## config.mk

```make
export PLATFORM = sky130hd
export DESIGN_NAME = apb_irq_event_ctrl
export DESIGN_NICKNAME = d
export VERILOG_FILES = /design/src/rtl/apb_irq_event_ctrl.sv
export SDC_FILE = /design/constraint.sdc
export NUM_CORES = 1
export LEC_CHECK = 0
export BUFFER_PORTS_ARGS = -buffer_cell sky130_fd_sc_hd__buf_2
export CORE_AREA = 4 4 147 149
export DETAILED_ROUTE_END_ITERATION = 7
export DIE_AREA = 0 0 151 153
export HOLD_SLACK_MARGIN = 0.02
export PLACE_DENSITY = 0.68
export SKIP_CTS_REPAIR_TIMING = 1
export SLEW_MARGIN = 20
export SYNTH_ARGS = -nofsm -noshare
export SYNTH_HDL_FRONTEND = slang
export SYNTH_SLANG_ARGS = --single-unit
```

## constraint.sdc

```tcl
create_clock -name HCLK -period 2.1 [get_ports HCLK]
set_input_delay 0.105 -clock HCLK [delete_from_list [all_inputs] [get_ports HCLK]]
set_output_delay 0.105 -clock HCLK [all_outputs]
set_load 0.05 [all_outputs]
```

## src/rtl/apb_irq_event_ctrl.sv

```systemverilog
// apb_irq_event_ctrl
//   APB-programmable interrupt/event controller sitting in front of the core
//   sleep unit. 32 interrupt sources and 32 event sources are rising-edge
//   detected into pending registers. Masked interrupt pending bits drive one
//   prioritised request (lowest index wins) with an ID/ack handshake. Masked
//   event pending bits drive a registered event level.
//
// Ports
//   HCLK, HRESETn        clock, asynchronous active-low reset
//   PADDR/PWDATA/PWRITE/PSEL/PENABLE/PRDATA/PREADY/PSLVERR
//                        APB slave, zero wait states, PADDR[4:2] selects a register
//   irq_sources_i        interrupt sources (synchronous to HCLK)
//   event_sources_i      event sources (synchronous to HCLK)
//   irq_ack_i, irq_id_i  core acknowledge and the ID being acknowledged
//   irq_o, irq_id_o      request and ID of the requested interrupt
//   event_o              event level to the sleep unit
//   irq_state_o          debug view of the request FSM state (0 IDLE, 1 REQ, 2 ACKED)
//
// Handshake: irq_o rises with irq_id_o already valid and both stay stable
// until the core acks with a matching irq_id_i on a rising HCLK edge, or the
// request is withdrawn because its pending/mask bit went away. After an ack,
// irq_o stays low for at least two cycles.
module apb_irq_event_ctrl #(
  parameter int APB_ADDR_WIDTH = 12
) (
  input  logic                      HCLK,
  input  logic                      HRESETn,
  input  logic [APB_ADDR_WIDTH-1:0] PADDR,
  input  logic [31:0]               PWDATA,
  input  logic                      PWRITE,
  input  logic                      PSEL,
  input  logic                      PENABLE,
  output logic [31:0]               PRDATA,
  output logic                      PREADY,
  output logic                      PSLVERR,
  input  logic [31:0]               irq_sources_i,
  input  logic [31:0]               event_sources_i,
  input  logic                      irq_ack_i,
  input  logic [4:0]                irq_id_i,
  output logic                      irq_o,
  output logic [4:0]                irq_id_o,
  output logic                      event_o,
  output logic [1:0]                irq_state_o
);

  typedef enum logic [1:0] {
    S_IDLE  = 2'd0,
    S_REQ   = 2'd1,
    S_ACKED = 2'd2
  } irq_state_t;

  irq_state_t  state_q;
  logic [31:0] irq_mask_q, irq_pend_q, irq_prev_q;
  logic [31:0] evt_mask_q, evt_pend_q, evt_prev_q;
  logic [4:0]  irq_id_q;
  logic        event_q;

  // Only PADDR[4:2] decodes; the remaining address bits alias.
  logic unused_addr_bits;
  assign unused_addr_bits = ^{PADDR[APB_ADDR_WIDTH-1:5], PADDR[1:0]};

  logic       apb_acc, apb_wr, apb_rd;
  logic [2:0] reg_sel;
  assign apb_acc = PSEL & PENABLE;
  assign apb_wr  = apb_acc & PWRITE;
  assign apb_rd  = apb_acc & ~PWRITE;
  assign reg_sel = PADDR[4:2];

  assign PREADY  = 1'b1;
  assign PSLVERR = 1'b0;

  logic [31:0] irq_rise, evt_rise;
  assign irq_rise = irq_sources_i & ~irq_prev_q;
  assign evt_rise = event_sources_i & ~evt_prev_q;

  logic [31:0] irq_sw_set, irq_sw_clr, evt_sw_set, evt_sw_clr;
  assign irq_sw_set = (apb_wr && reg_sel == 3'd1) ? PWDATA : 32'd0;
  assign irq_sw_clr = (apb_wr && reg_sel == 3'd2) ? PWDATA : 32'd0;
  assign evt_sw_set = (apb_wr && reg_sel == 3'd4) ? PWDATA : 32'd0;
  assign evt_sw_clr = (apb_wr && reg_sel == 3'd5) ? PWDATA : 32'd0;

  logic        ack_hit;
  logic [31:0] ack_clr;
  assign ack_hit = (state_q == S_REQ) && irq_ack_i && (irq_id_i == irq_id_q);
  assign ack_clr = ack_hit ? (32'd1 << irq_id_q) : 32'd0;

  // Set terms are ORed after the clear so a new edge is never lost.
  logic [31:0] irq_pend_n, evt_pend_n;
  assign irq_pend_n = (irq_pend_q & ~(irq_sw_clr | ack_clr)) | irq_rise | irq_sw_set;
  assign evt_pend_n = (evt_pend_q & ~evt_sw_clr) | evt_rise | evt_sw_set;

  logic [31:0] active;
  assign active = irq_pend_q & irq_mask_q;

  // Lowest set index wins: scan downwards so the last hit is the lowest.
  logic [4:0] prio_id;
  always_comb begin
    prio_id = 5'd0;
    for (int i = 31; i >= 0; i--) begin
      if (active[i]) prio_id = i[4:0];
    end
  end

  always_comb begin
    PRDATA = 32'd0;
    if (apb_rd) begin
      case (reg_sel)
        3'd0:    PRDATA = irq_mask_q;
        3'd1:    PRDATA = irq_pend_q;
        3'd3:    PRDATA = evt_mask_q;
        3'd4:    PRDATA = evt_pend_q;
        default: PRDATA = 32'd0;
      endcase
    end
  end

  always_ff @(posedge HCLK or negedge HRESETn) begin
    if (!HRESETn) begin
      irq_mask_q <= 32'd0;
      irq_pend_q <= 32'd0;
      irq_prev_q <= 32'd0;
      evt_mask_q <= 32'd0;
      evt_pend_q <= 32'd0;
      evt_prev_q <= 32'd0;
      event_q    <= 1'b0;
    end else begin
      irq_prev_q <= irq_sources_i;
      evt_prev_q <= event_sources_i;
      irq_pend_q <= irq_pend_n;
      evt_pend_q <= evt_pend_n;
      if (apb_wr && reg_sel == 3'd0) irq_mask_q <= PWDATA;
      if (apb_wr && reg_sel == 3'd3) evt_mask_q <= PWDATA;
      event_q <= |(evt_pend_q & evt_mask_q);
    end
  end

  // Request FSM: the ID is latched on entry to REQ and never preempted.
  always_ff @(posedge HCLK or negedge HRESETn) begin
    if (!HRESETn) begin
      state_q  <= S_IDLE;
      irq_id_q <= 5'd0;
    end else begin
      case (state_q)
        S_IDLE: begin
          if (active != 32'd0) begin
            state_q  <= S_REQ;
            irq_id_q <= prio_id;
          end
        end
        S_REQ: begin
          if (ack_hit)                state_q <= S_ACKED;
          else if (!active[irq_id_q]) state_q <= S_IDLE;
        end
        S_ACKED: state_q <= S_IDLE;
        default: state_q <= S_IDLE;
      endcase
    end
  end

  assign irq_o       = (state_q == S_REQ);
  assign irq_id_o    = irq_id_q;
  assign event_o     = event_q;
  assign irq_state_o = state_q;

endmodule

```

==> results.tsv, run 1 <==
metric	value	unit
Clk pwr share	31.0	%
Initial Util	46.7	%
sw power	0.00373	W
final WL	30.2	mm
sequential power share	41.8	%
endpoints failing hold	0	
worst setup path start	irq_pend_q[24]	
status	complete, no violations	
vias in the first global route	7687	
hpwl dp	21.2	mm
RSZ-0062 raised after global routing	no	
largest net degree at the start of global routing	58	
Fmax	507	MHz
Synthesized Nets	960	
crit-path max FO	6	
Synth Cell Area	9420	µm²
Rel. slew slack	38.4	%
combinational share of power	27.2	%
ys async rst share	100	%
clock sink count	200	
via count	8129	
Synth Instances	841	
core area	20200	µm²
TNS Setup	0	ns
maximum vdd drop	0.000646	V
DIE AREA	23100	µm²
Ports	162	
H-tree levels	4	
yosys warns	0	
worst skew pair latency	0.43	ns
top-count cell post-synth	dfrtp_1	
Setup violations, final	0	
Top FF cell, synth	dfrtp_1	
max-slew violations	0	
Rows	52	
total CTS buffers	17	
Area Growth Syn to Fin	29.7	%
Sw Ratio	33.9	%
syn avg cell area	11.2	µm²
fraction of layout cells with a size suffix above 1	29.0	%
GP Congestion	0.943	
gr usage total	25.7	%
CP peak stage delay	0.39	ns
n_diodes	0	
first-pass GRT wire length	45.4	mm
GRT Residual Overflow	0	
crit path time final	1.97	ns
DRT iter0 DRCs	903	
CP endpoint kind	flop	
vias per inst	5.92	
flops & latches, synth	200	
Commonest cells post-synth	200 x dfrtp_1, 87 x a22oi_1, 72 x nand2_1	
antenna viol nets, final	0	
Fill cells	1658	
CP required	2.42	ns
Worst EP arrival	2.29	ns
Internal	0.00727	W
critical-path cell list	a22oi_1 -> nand4_1 -> or2_2 -> o21ai_4 -> mux2_2	
drt wl/cell	22.0	µm
IO Port Bufs	150	
Nets	1209	
Placed Instance Area	10900	µm²
Max Cap Viol	0	
Tightest Hold Check Type	in -> reg	
initial antenna violation count	0	
Die Y	153	µm
EDFF count, synth	0	
critical path type	reg -> reg	
Leak	5.44	nW
clock skew	0.00576	ns
Startpoint Class	flop	
CTS clk-pin slew, worst paths	0.08	ns
period utilization	93.9	%
distinct cell type count after synthesis	55	
measured slew at the worst slew-check pin	0.923	ns
DRC	0	
Die Width	151	µm
Yosys top cell by area	dfrtp_1	
pwr/cell area	900	nW/µm²
DRT Pass-1 Iters	6	
Max Root-Sink Buffers	2	
final instance area	12200	µm²
Slowest cell on crit path	dfrtp_1	
CTS root buf	clkbuf_16	
R2R Path Start	irq_pend_q[24]	
hold wc startpoint	PWDATA[11]	
post-synthesis sequential area ratio	53.1	%
top post-synthesis cells by area	dfrtp_1 53%, mux2_2 7.2%, a22oi_1 6.9%	
post-synth top area share	53.1	%
CTS tree	done	
## registers in the layout, indices dropped and copies added (netlist names)
name,cells
evt_prev_q,32
evt_mask_q,32
event_o,1
irq_pend_q,32
evt_pend_q,32
irq_prev_q,32
irq_state_o,2
irq_mask_q,32
irq_id_o,5
## placed cells by master (no fill, tap or decap), drive strengths merged, types with 18 or more instances in the layout
cell type / n
nand3: 24
a21oi: 39
nor2: 18
mux2: 65
buf: 200
dlygate4sd3: 75
inv: 72
a22oi: 88
nand2: 73
a221oi: 34
dfrtp: 200
clkbuf: 18
a221o: 64
nor2b: 37
## routing by layer
metal | part of all wire (%) | wire [µm] | global-route usage (%) | vias up
met3 | 7.7 | 2310 | 4.83 | 37
met2 | 47 | 14100 | 39.2 | 389
met1 | 44 | 13300 | 38.2 | 4017
li1 | - | - | - | 3686
met4 | 1.8 | 532 | 5.92 | 0
met5 | 0 | 0 | 0 | -
## cells by family (layout without fill, tap and decap cells)
| group | count (synthesis) | in the layout | synth area share, % |
|---|---|---|---|
| AOI/OAI and AO/OA | 271 | 271 | 23.2 |
| DFF | 200 | 200 | 53.1 |
| and+or+nand+nor | 183 | 183 | 9.87 |
| buffers and inverters | 112 | 374 | 4.80 |
| muxes | 68 | 68 | 8.49 |
| xor gates and xnor gates | 5 | 5 | 0.465 |
| other | 2 | 2 | 0.0797 |
## final timing paths
kind                            cells after the start  slack, ns             end
worst max register to register                      5       0.13     irq_id_o[1]
worst min register to register                      1       0.54   evt_mask_q[6]
max in group asynchronous                           3       1.17  irq_prev_q[11]
min in group asynchronous                           2       0.21  irq_prev_q[16]
worst max-delay path                                5       0.13     irq_id_o[1]
worst min-delay path                                2       0.01  evt_pend_q[11]
## cell type report
type,instances,area (µm²),share of cell area (%)
Inverter,66,248,2.03
Timing Repair Buffer,276,2010,16.4
Tap cell,270,338,2.77
Sequential cell,200,5010,41.0
Clock buffer,17,425,3.48
Clock inverter,15,190,1.56
Multi-Input combinational cell,529,4000,32.8
## power by group through the flow
stage	clock, W	combinational, W	sequential [W]
final	0.00341	0.00299	0.00460
after global routing	0.00363	0.00320	0.00464
after CTS	0.00347	0.00285	0.00459
after detailed placement	0	0.00284	0.00466
after global placement	0	0.00281	0.00464
after floorplan	0	0.00159	0.00479
## per-stage QoR
step	std cells	total power, W	util, %	worst slack (ns)	hold slack [ns]
after global placement	1266	0.00745	53.8	0.150	0.125
after global routing	1373	0.0115	60.6	0.0275	0.0236
after CTS	1298	0.0109	56.8	0.109	-0.331
after detailed placement	1266	0.00750	53.8	0.112	0.123
final	1373	0.0110	60.6	0.129	0.0113
after floorplan	841	0.00639	-	0.00696	-0.191
## critical path, delay by kind of cell, from the launching register on
| family | cells | cell delay, ns |
|---|---|---|
| AND/OR/NAND/NOR | 2 | 0.58 |
| AO/OA/AOI/OAI | 2 | 0.52 |
| flip-flops | 1 | 0.39 |
| multiplexers | 1 | 0.36 |
Note: power is estimated with default switching activity, not from simulation.
==> run 2, diff against run 1 <==
--- a/config.mk
+++ b/config.mk
@@ -11,5 +11,5 @@
 export DIE_AREA = 0 0 151 153
 export HOLD_SLACK_MARGIN = 0.02
-export PLACE_DENSITY = 0.68
+export PLACE_DENSITY = 0.71
 export SKIP_CTS_REPAIR_TIMING = 1
 export SLEW_MARGIN = 20
==> constraint.sdc (replaced) <==
create_clock -name HCLK -period 1.75 [get_ports HCLK]
set_input_delay 0.175 -clock HCLK [delete_from_list [all_inputs] [get_ports HCLK]]
set_output_delay 0.175 -clock HCLK [all_outputs]
set_load 0.05 [all_outputs]
==> results.tsv, run 2 (synthesized netlist as in run 1, its figures left out) <==
metric	value	unit
status	finished with violations	
violated checks	setup timing	
Die Y	153	µm
Worst EP arrival	2.23	ns
critical path type	reg -> reg	
period utilization	109	%
GRT Residual Overflow	0	
Sw Ratio	34.5	%
IO Port Bufs	150	
DRT Pass-1 Iters	5	
sw power	0.00475	W
worst setup path start	irq_pend_q[30]	
RSZ-0062 raised after global routing	yes	
register area	5010	µm²
hold wc startpoint	PWDATA[3]	
CTS clk-pin slew, worst paths	0.08	ns
Post-Place Setup Slack	-0.138	ns
Rows	52	
Max Root-Sink Buffers	2	
vias in the first global route	8344	
core area	20200	µm²
drt wl/cell	22.3	µm
total CTS buffers	17	
commonest cells after routing, fill and taps aside	192 x dfrtp_1, 136 x buf_2, 121 x buf_4, 72 x nand2_1	
maximum vdd drop	0.000739	V
Leak	5.86	nW
multi-input combinational cell area	4440	µm²
crit path time final	1.90	ns
Area Growth Syn to Fin	41.2	%
Clk pwr share	28.3	%
largest net degree at the start of global routing	55	
first-pass GRT wire length	47.9	mm
GP Congestion	0.978	
top cell family by delay on the critical path	compound AO/OA/AOI/OAI gates	
hpwl dp	22.5	mm
Setup violations, final	32	
hold depth	2	
clock sink count	200	
Critical R2R Capture	irq_id_o[1]	
critical-path cell list	a22oi_1 -> o21ai_1 -> a21bo_2 -> a2111oi_4 -> o41ai_1 -> mux2_2	
DRT iter0 DRCs	887	
clock skew	0.00811	ns
worst skew pair latency	0.44	ns
fraction of layout cells with a size suffix above 1	42.4	%
Internal	0.00902	W
n_diodes	0	
endpoints failing hold	0	
final worst setup slack	-0.154	ns
gr usage total	27.1	%
via count	8681	
Ports	162	
Initial Util	46.7	%
pwr/cell area	1040	nW/µm²
Tightest Hold Check Type	in -> reg	
CP endpoint kind	flop	
Max Cap Viol	0	
sequential power share	39.7	%
CTS root buf	clkbuf_16	
combinational share of power	32.0	%
Fill cells	1556	
Die Width	151	µm
CTS tree	done	
CP peak stage delay	0.40	ns
Startpoint Class	flop	
Slowest cell on crit path	dfrtp_1	
CP bufs+invs	0	
antenna viol nets, final	0	
Hold Path Sink	irq_mask_q[3]	
DIE AREA	23100	µm²
worst reg2reg path depth	6	
CP required	2.08	ns
max-slew violations	0	
Nets	1286	
crit-path max FO	3	
Fmax	525	MHz
reg2reg setup slack	-0.15	ns
H-tree levels	4	
DRC	0	
final WL	32.4	mm
R2R Path Start	irq_pend_q[30]	
initial antenna violation count	1	
Final Core Density	65.9	%
vias per inst	5.99	
most common cell after layout, fill and taps aside	dfrtp_1	
-- run 2: metal layers --
layer	track usage (%)	vias up	part of all wire [%]
met2	41.7	409	47
met3	5.60	68	7.2
met5	0	-	0.025
met4	8.81	2	3.1
li1	-	3852	-
met1	38.5	4350	42
-- run 2: power groups by stage --
stage                     registers, W  clock network, W  logic [W]
after floorplan                0.00576                 0    0.00195
after global placement         0.00550                 0    0.00395
after detailed placement       0.00552                 0    0.00399
after CTS                      0.00543           0.00393    0.00401
after global routing           0.00552           0.00412    0.00472
final                          0.00546           0.00389    0.00441
-- run 2: metrics by stage --
stage | instances | instance area, µm² | setup TNS [ns] | power [W] | hold slack (ns)
CTS | 1383 | 12200 | -3.01 | 0.0134 | -0.286
global placement | 1351 | 11700 | -1.29 | 0.00945 | 0.180
floorplan | 841 | 9560 | -7.99 | 0.00771 | -0.121
global route | 1450 | 13300 | -6.11 | 0.0144 | 0.0585
finish | 1450 | 13300 | -2.36 | 0.0138 | 0.0586
detailed placement | 1351 | 11700 | -2.04 | 0.00951 | 0.181
-- run 2: how the worst max path moves through the flow --
stage                          end  slack (ns)  depth (start not counted)
detailed placement     irq_id_o[2]       -0.14                          8
global placement       irq_id_o[2]       -0.12                          8
finish                 irq_id_o[1]       -0.15                          6
global route        irq_pend_q[31]       -0.25                          7
CTS                    irq_id_o[2]       -0.16                          8
floorplan           irq_pend_q[30]       -0.29                          6
-- run 2: final cells by class --
cell class,instances,share of cell area [%]
sequential,200,37.7
multi-input combinational,529,33.4
timing repair buffer,353,20.2
clock buffer,17,3.20
tap,270,2.54
inverter,66,1.86
clock inverter,15,1.06
